File: config.mk
export PLATFORM = sky130hd
export DESIGN_NAME = serial_adder
export DESIGN_NICKNAME = d
export VERILOG_FILES = /design/src/rtl/serial_adder.sv
export SDC_FILE = /design/constraint.sdc
export NUM_CORES = 1
export LEC_CHECK = 0
export BUFFER_PORTS_ARGS = -buffer_cell sky130_fd_sc_hd__buf_2
export CAP_MARGIN = 20
export CORE_MARGIN = 2
export CORE_UTILIZATION = 35
export CTS_CLUSTER_DIAMETER = 200
export DETAILED_ROUTE_END_ITERATION = 12
export SLEW_MARGIN = 20
export SYNTH_ARGS = -nofsm -noshare
export SYNTH_HDL_FRONTEND = slang
export SYNTH_SLANG_ARGS = --single-unit
File: constraint.sdc
create_clock -name clk -period 1.8 [get_ports clk]
set_input_delay 0.36 -clock clk [delete_from_list [all_inputs] [get_ports clk]]
set_output_delay 0.36 -clock clk [all_outputs]
set_load 0.005 [all_outputs]
File: src/rtl/serial_adder.sv
// Bit-serial adder/subtractor: one full-adder cell and a carry flop process the
// operands LSB-first, one bit per clock, behind a valid/ready handshake on each side.
module serial_adder #(
  parameter int WIDTH = 8
) (
  input  logic             clk,
  input  logic             rst,
  input  logic             in_valid,
  output logic             in_ready,
  input  logic [WIDTH-1:0] A,
  input  logic [WIDTH-1:0] B,
  input  logic             cin,
  input  logic             sub,
  output logic             out_valid,
  input  logic             out_ready,
  output logic [WIDTH-1:0] sum,
  output logic             carry
);

  // One spare bit keeps the counter from wrapping when WIDTH is a power of two.
  localparam int CW = $clog2(WIDTH) + 1;

  typedef enum logic [1:0] {
    IDLE = 2'd0,
    RUN  = 2'd1,
    DONE = 2'd2
  } state_t;

  state_t           r_state;
  logic [WIDTH-1:0] r_opA;
  logic [WIDTH-1:0] r_opB;
  logic [WIDTH-1:0] r_sum;
  logic             r_carry;
  logic             r_sub;
  logic [CW-1:0]    r_count;
  logic             r_inReady;
  logic             r_outValid;

  logic w_a;
  logic w_b;
  logic w_s;
  logic w_c;
  logic w_lastBit;

  // Subtraction is A + ~B + 1: B is inverted bit by bit and the carry is seeded with 1.
  assign w_a       = r_opA[0];
  assign w_b       = r_opB[0] ^ r_sub;
  assign w_s       = w_a ^ w_b ^ r_carry;
  assign w_c       = (w_a & w_b) | (r_carry & (w_a ^ w_b));
  assign w_lastBit = (r_count == CW'(WIDTH - 1));

  always_ff @(posedge clk) begin
    if (rst) begin
      r_state    <= IDLE;
      r_opA      <= '0;
      r_opB      <= '0;
      r_sum      <= '0;
      r_carry    <= 1'b0;
      r_sub      <= 1'b0;
      r_count    <= '0;
      r_inReady  <= 1'b1;
      r_outValid <= 1'b0;
    end else begin
      case (r_state)
        IDLE: begin
          if (in_valid) begin
            r_opA      <= A;
            r_opB      <= B;
            r_sub      <= sub;
            r_carry    <= sub ? 1'b1 : cin;
            r_count    <= '0;
            r_inReady  <= 1'b0;
            r_outValid <= 1'b0;
            r_state    <= RUN;
          end
        end

        RUN: begin
          // Result bits enter at the MSB so the first bit computed ends up at bit 0.
          r_sum   <= {w_s, r_sum[WIDTH-1:1]};
          r_carry <= w_c;
          r_opA   <= r_opA >> 1;
          r_opB   <= r_opB >> 1;
          r_count <= r_count + CW'(1);
          if (w_lastBit) begin
            r_outValid <= 1'b1;
            r_state    <= DONE;
          end
        end

        DONE: begin
          // Returning to IDLE with in_ready low means no operand is taken on this edge.
          if (out_ready) begin
            r_outValid <= 1'b0;
            r_inReady  <= 1'b1;
            r_state    <= IDLE;
          end
        end

        default: begin
          r_state    <= IDLE;
          r_inReady  <= 1'b1;
          r_outValid <= 1'b0;
        end
      endcase
    end
  end

  assign in_ready  = r_inReady;
  assign out_valid = r_outValid;
  assign sum       = r_sum;
  assign carry     = r_carry;

endmodule
==> results of run 1 <==
per-layer routing:
layer  vias to the layer above  global-route usage [%]  share of wire [%]
met1                       574                    18.6                 48
met4                         0                    5.25               0.93
met3                         5                    4.44                4.0
met2                        22                    23.3                 47
met5                         -                       0                  0
li1                        654                       -                  -
registers in the layout (all words and copies together), names as in the netlist:
register,flops
carry,1
r_opA,8
sum,8
r_count,4
r_opB,8
out_valid,1
r_state,2
r_sub,1
in_ready,1
worst min-delay path: cells and delay by family:
kind | cells | cell delay [ns]
and+or+nand+nor | 1 | 0.04
buffers and inverters | 1 | 0.10
AOI/OAI and AO/OA | 1 | 0.05
cell type report:
class,count,share of cell area (%)
clock inverter,2,0.719
sequential,34,39.1
timing repair buffer,37,12.1
multi-input combinational,122,39.3
clock buffer,6,4.75
tap,50,3.60
inverter,2,0.432
kinds of logic (layout without fill, tap and decap cells):
logic type | count (synthesis) | in the layout | synth area share [%]
and+or+nand+nor | 66 | 66 | 19.8
xor gates and xnor gates | 1 | 1 | 0.602
muxes | 1 | 1 | 0.688
AOI/OAI and AO/OA | 52 | 52 | 23.6
DFF | 34 | 34 | 46.8
buffers and inverters | 16 | 47 | 6.28
adders and majority gates | 2 | 2 | 2.24
report_power, final:
group / leakage, nW / switching (W) / internal (W) / total, W
clock network: 0.0472 / 0.000274 / 0.000307 / 0.000581
logic: 0.403 / 0.000109 / 0.0000876 / 0.000197
registers: 0.279 / 0.0000272 / 0.000796 / 0.000823
worst max path at each step:
stage,slack [ns],depth (start not counted),end,start
detailed placement,0.33,4,r_opB[1],r_state[0]
finish,0.34,4,r_opB[5],r_state[0]
global placement,0.37,4,r_opA[0],r_state[0]
CTS,0.32,4,r_opB[1],r_state[0]
floorplan,0.55,4,carry,r_state[0]
global route,0.22,4,r_opA[6],r_state[0]
cells in the final DEF, fill, tap and decap left out, types with 2 or more instances in the layout:
cell type                  count
sky130_fd_sc_hd__dfxtp_1      34
sky130_fd_sc_hd__nand2_1      32
sky130_fd_sc_hd__buf_2        32
sky130_fd_sc_hd__a21oi_1      26
sky130_fd_sc_hd__nor2_1       19
sky130_fd_sc_hd__a211oi_1     15
sky130_fd_sc_hd__clkbuf_8      6
sky130_fd_sc_hd__buf_4         4
sky130_fd_sc_hd__nand2b_1      3
sky130_fd_sc_hd__nand3_1       3
sky130_fd_sc_hd__nor3_1        3
sky130_fd_sc_hd__a22oi_1       3
sky130_fd_sc_hd__inv_1         2
sky130_fd_sc_hd__a31oi_1       2
metrics by stage:
| step | hold slack [ns] | total power, W | util (%) |
|---|---|---|---|
| 5_1_grt | 0.308 | 0.00169 | 43.5 |
| 4_1_cts | 0.304 | 0.00163 | 43.5 |
| 2_1_floorplan | 0.453 | 0.000977 | - |
| 6_report | 0.314 | 0.00160 | 43.5 |
| 3_5_place_dp | 0.446 | 0.00104 | 41.1 |
| 3_3_place_gp | 0.445 | 0.00104 | 41.1 |
==> metrics.txt, run 1 <==
detailed router's first-iteration violation count 56; count of final setup violators 0; net count after synthesis 196; quantity of gates resized following cts 0; Slew HR 59.2%; total CTS buffers 5; unrepaired setup endpoints after global routing no; ANT nets after route 0; floorplan core area ~0.004 mm^2; cell chain of the critical path nor2b_1, buf_12, a21oi_1, a211oi_1; aggregate routed wire length 3.01 mm; length of the first detailed-routing pass in iterations 4; peak supply drop 428 uV; startpoint of the tightest hold check path B[2]; pre-CTS setup slack 0.332 ns; fraction of final layout cells with drive strength greater than 1 approximately 23%; path class of the lowest-slack min-delay path input pin to flop; PwrDens approximately 900 mW/mm^2; TritonCTS clock tree built; prevailing post-synth register cell sky130_fd_sc_hd__dfxtp_1; Core Rows 23; antenna violations before repair 0; transition at the pin with the smallest max-transition slack 0.613 ns; share of the synthesized area in the top cell type a little under half; fin. max-slew vios 0; peak clock frequency supported by timing 0.685 GHz; clock sink count 34; combined flip-flop and latch cell area 681 um^2; Post-Place Cells roughly 250; Worst Path Class, Setup flop to flop; kind of capture point of the worst setup path flop; fill count between 400 and 500; area of the die roughly 0.0047 mm^2; count of endpoints failing hold in the final timing report 0; number of flops mapped to enable cells by yosys 0; shortest clock period the worst path allows after layout 1.46 ns; IO buf count 32; average via count per standard cell 4.96; post-synthesis cell type with the largest combined area sky130_fd_sc_hd__dfxtp_1; Seq cells post-synth 34; setup slack of the most critical reg-to-reg path 0.34 ns; cells on worst reg2reg path 4; Sum Neg Setup Slack 0 ns; Skew-Pair Late Insertion Delay ~0.28 ns; terminus of the critical flop-to-flop path r_opB[5]; outcome finished clean; part of the cycle the worst path needs 81.1%; leakage power 0.729 nW; Clock Skew 0.00751 ns; arrival time at the worst endpoint between 1.5 and 2 ns; largest cells by area after synthesis sky130_fd_sc_hd__dfxtp_1, sky130_fd_sc_hd__a21oi_1, sky130_fd_sc_hd__nand2_1, sky130_fd_sc_hd__a211oi_1, sky130_fd_sc_hd__nor2_1; fin worst setup slack 0.341 ns; area of placed instances around 0.0016 mm^2; WL/cell 11.9 um; synthesized area 0.00146 mm^2; library cell used as clock root buffer sky130_fd_sc_hd__clkbuf_8; final HPWL from detailed placement between 2 and 2.5 mm; GRT Resource Usage Total 14.6%; weighted congestion reported at the end of routability-driven placement roughly 0.71; Bufs and invs on worst path 1; clock-pin slew reported for the worst setup and hold paths after clock tree synthesis 0.07 ns; number of standard cells in the final layout excluding fillers 253; Hold Buf Count CTS 0; global-route wire length before repair between 5 and 6 mm; CTS HTree Levels 2; Initial Utilization roughly 36%; total I/O pin count 33; via count of the first global-routing pass 1149; post-CTS setup buffer count 0; Post-Synthesis Cells 172; Antenna Cells 0; layout overhead on the synthesized area 19.5%; overall via count from detail_route 1255; element type at the critical path start flop; total congestion overflow 0; Max Cap Viol 0; Total Nets Final 226; Synth async-reset ratio 0%; Synth top cells by count sky130_fd_sc_hd__dfxtp_1, sky130_fd_sc_hd__nand2_1, sky130_fd_sc_hd__a21oi_1; worst path required time 1.99 ns; peak fanout along the critical path 27; Crit path largest cell delay 0.54 ns; most numerous cell in the Yosys netlist sky130_fd_sc_hd__dfxtp_1; maximum number of pins on one net before global-route repair 35; Cell variety after synth 31; count of cells along the worst hold path 3; Syn Area/Cell 8.46 um^2; hold endpoint r_opB[2]; sequential cell area fraction in the yosys report 46.8%; count of synthesis-stage warnings from yosys 0; clk buf depth 2; Die X-Extent around 70 um; total non-filler cell area in the finished layout 0.00174 mm^2; CP max-delay cell sky130_fd_sc_hd__dfxtp_1; Die Ht around 70 um; Largest delay share family, worst path flip-flops; Crit Reg-Reg Startpoint r_state[0]; remaining design rule violation count 0; total area of multi-input combinational cells 683 um^2
Note: power is estimated with default switching activity, not from simulation.
==> run 2, diff against run 1 <==
- ABC_AREA: not set -> 1
- clock period: 1.8 -> 1.4 ns (I/O delays scaled with it)
==> run 2 against run 1 <==
  * Utilization shrank 1.8 points
  * Flip-flop and latch count is the same
  * Synthesized cell count grew 24%
  * Sequential share of layout area shrank 1.4 points
  * Non-clock buffer count grew 1
  * Combinational power grew 83%
  * Register-to-register slack lost 0.14 ns
  * Hold slack lost 0.059 ns
  * Worst setup slack lost 0.14 ns
  * Cell count grew 18%
  * Via count grew 11%
==> metrics.txt, run 2 <==
outcome finished clean; Slew HR 77.5% (+18 points); Clock Skew 0.00666 ns (-0.000851 ns); Seq cells post-synth 34 (unchanged); maximum number of pins on one net before global-route repair 28 (-20%); arrival time at the worst endpoint 1.38 ns (-0.27 ns); Synth top cells by count sky130_fd_sc_hd__nand2_1, sky130_fd_sc_hd__nor2_1, sky130_fd_sc_hd__dfxtp_1; peak clock frequency supported by timing 0.831 GHz (+21%); Syn Area/Cell 7.28 um^2 (-14%); WL/cell 10.8 um (-8.9%); fin. max-slew vios 0 (unchanged); total CTS buffers 5 (unchanged); TritonCTS clock tree built; Core Rows 24 (+4.3%); most common library cell in the layout ignoring fill and taps sky130_fd_sc_hd__nand2_1; IO buf count 32 (unchanged); post-synthesis cell type with the largest combined area sky130_fd_sc_hd__dfxtp_1; transition at the pin with the smallest max-transition slack 0.337 ns (-0.275 ns); Crit path largest cell delay 0.34 ns (-0.20 ns); Top cell by count, worst path sky130_fd_sc_hd__nor2_1; sequential cell area fraction in the yosys report 43.9% (-2.9 points); Cell variety after synth 23 (-26%); fill count 486 (+14%); fraction of final layout cells with drive strength greater than 1 21.5% (-1.7 points); via count of the first global-routing pass 1317 (+15%); overall via count from detail_route 1388 (+11%); library cell used as clock root buffer sky130_fd_sc_hd__clkbuf_8; ANT nets after route 0 (unchanged); pre-CTS setup slack 0.197 ns (-0.134 ns); Hold Buf Count CTS 0 (unchanged); peak fanout along the critical path 16 (-41%); GRT Resource Usage Total 14.5% (-0.17 points); prevailing post-synth register cell sky130_fd_sc_hd__dfxtp_1; CP max-delay cell sky130_fd_sc_hd__dfxtp_1; count of endpoints failing hold in the final timing report 0 (unchanged); part of the cycle the worst path needs 85.9% (+4.9 points); Total Nets Final 271 (+20%); largest cells by area after synthesis sky130_fd_sc_hd__dfxtp_1, sky130_fd_sc_hd__nand2_1, sky130_fd_sc_hd__nor2_1, sky130_fd_sc_hd__o21ai_0, sky130_fd_sc_hd__buf_6; Skew-Pair Late Insertion Delay 0.28 ns (about the same); Die X-Extent 70.6 um (+3.1%); CTS HTree Levels 2 (unchanged); post-CTS setup buffer count 0 (unchanged); clock-pin slew reported for the worst setup and hold paths after clock tree synthesis 0.07 ns (about the same); Synth async-reset ratio 0% (unchanged); synthesized area 0.00155 mm^2 (+6.6%); layout overhead on the synthesized area 16.3%; net count after synthesis 237 (+21%); final HPWL from detailed placement 2.12 mm (+2.1%); peak supply drop 394 uV (-7.9%); Initial Utilization 35.9% (-0.50 points); Antenna Cells 0 (unchanged); share of the synthesized area in the top cell type 43.9% (-2.9 points); kind of capture point of the worst setup path flop; Die Ht 70.6 um (+3.1%); combined flip-flop and latch cell area 681 um^2 (unchanged); weighted congestion reported at the end of routability-driven placement 0.700 (-1.5%); antenna violations before repair 0 (unchanged); most numerous cell in the Yosys netlist sky130_fd_sc_hd__nand2_1; length of the first detailed-routing pass in iterations 4 (unchanged); Max Cap Viol 0 (unchanged); clk buf depth 2 (unchanged); floorplan core area 0.00432 mm^2 (+8.1%); Worst Path Class, Setup flop to flop; detailed router's first-iteration violation count 81 (+45%); fin worst setup slack 0.197 ns (-0.144 ns); path class of the lowest-slack min-delay path input pin to flop; clock sink count 34 (unchanged); global-route wire length before repair 5.73 mm (+13%); leakage power 0.862 nW (+18%); Sum Neg Setup Slack 0 ns (unchanged); Post-Synthesis Cells 213 (+24%); total I/O pin count 33 (unchanged); count of synthesis-stage warnings from yosys 0 (unchanged); PwrDens 1170 mW/mm^2 (+28%); shortest clock period the worst path allows after layout 1.20 ns (-0.256 ns); cell chain of the critical path inv_1, nor2_2, inv_2, buf_4, o21ai_0, o21ai_1, nor2_1, nor2_1; remaining design rule violation count 0 (unchanged); unrepaired setup endpoints after global routing no; area of the die 0.00498 mm^2 (+6.2%); aggregate routed wire length 3.24 mm (+7.6%); worst path required time 1.58 ns (-0.41 ns); element type at the critical path start flop; commonest non-fill, non-tap cells in the layout sky130_fd_sc_hd__nand2_1, sky130_fd_sc_hd__nor2_1, sky130_fd_sc_hd__dfxtp_1; number of flops mapped to enable cells by yosys 0 (unchanged); count of final setup violators 0 (unchanged); average via count per standard cell 4.64 (-6.4%); total area of multi-input combinational cells 731 um^2 (+7.0%); quantity of gates resized following cts 0 (unchanged); total congestion overflow 0 (unchanged)
## run 2: cell count changes in the layout (fill, tap and decap cells not counted), moves of 3 or more
cell / delta
sky130_fd_sc_hd__nand2b_1: -3
sky130_fd_sc_hd__a21oi_2: +3
sky130_fd_sc_hd__a22oi_1: -3
sky130_fd_sc_hd__a21oi_1: -19
sky130_fd_sc_hd__nor2_1: +30
sky130_fd_sc_hd__o21ai_0: +26
sky130_fd_sc_hd__nor3_1: -3
sky130_fd_sc_hd__inv_1: +5
sky130_fd_sc_hd__a211oi_1: -15
sky130_fd_sc_hd__nand2_1: +26
## run 2: final timing paths
kind	startpoint	to	slack, ns	cells after the start
hold / removal	A[7]	r_opA[7]	0.25	3
setup reg to reg	r_state[0]	carry	0.20	8
setup / recovery	r_state[0]	carry	0.20	8
hold reg to reg	out_valid	out_valid	0.47	2
## run 2: area by class of cell
class | instances | share of cell area, %
sequential | 34 | 37.7
tap | 52 | 3.61
multi-input combinational | 159 | 40.5
clock buffer | 7 | 4.23
inverter | 9 | 1.87
timing repair buffer | 38 | 12.1
## run 2: cells by family after synthesis
| family | count (synthesis) | synth area share (%) |
|---|---|---|
| adders and majority gates | 2 | 2.10 |
| and+or+nand+nor | 117 | 31.0 |
| buffers and inverters | 20 | 9.03 |
| AOI/OAI and AO/OA | 39 | 13.5 |
| DFF | 34 | 43.9 |
| xor gates and xnor gates | 1 | 0.565 |
## run 2: layer usage
metal  routed length (um)  track usage, %  vias to the layer above  part of all wire (%)
met4                   18            5.66                        0                  0.56
li1                     -               -                      740                     -
met1                 1570            19.0                      607                    49
met3                  197            4.84                        2                   6.1
met5                    0               0                        -                     0
met2                 1450            22.1                       39                    45
## run 2: critical path: cells and delay by family, from the launching register on
kind                   cells  cell delay, ns
AND/OR/NAND/NOR            3            0.27
buffers and inverters      3            0.33
flip-flops                 1            0.34
AO/OA/AOI/OAI              2            0.16
## run 2: power breakdown
part	switching [W]	internal [W]	leakage (nW)
logic	0.000213	0.000148	0.543
registers	0.0000447	0.00105	0.281
clock network	0.000321	0.000342	0.0383
total	0.000578	0.00154	0.862
## run 2: per-stage QoR
stage	hold slack, ns	instances	power [W]	util (%)	cell area (um^2)
final	0.255	299	0.00212	41.7	1800
after global routing	0.261	299	0.00226	41.7	1800
after CTS	0.239	299	0.00216	41.7	1800
after detailed placement	0.462	292	0.00148	40.0	1730
after global placement	0.461	292	0.00148	40.0	1730
after floorplan	0.427	213	0.00139	-	1550
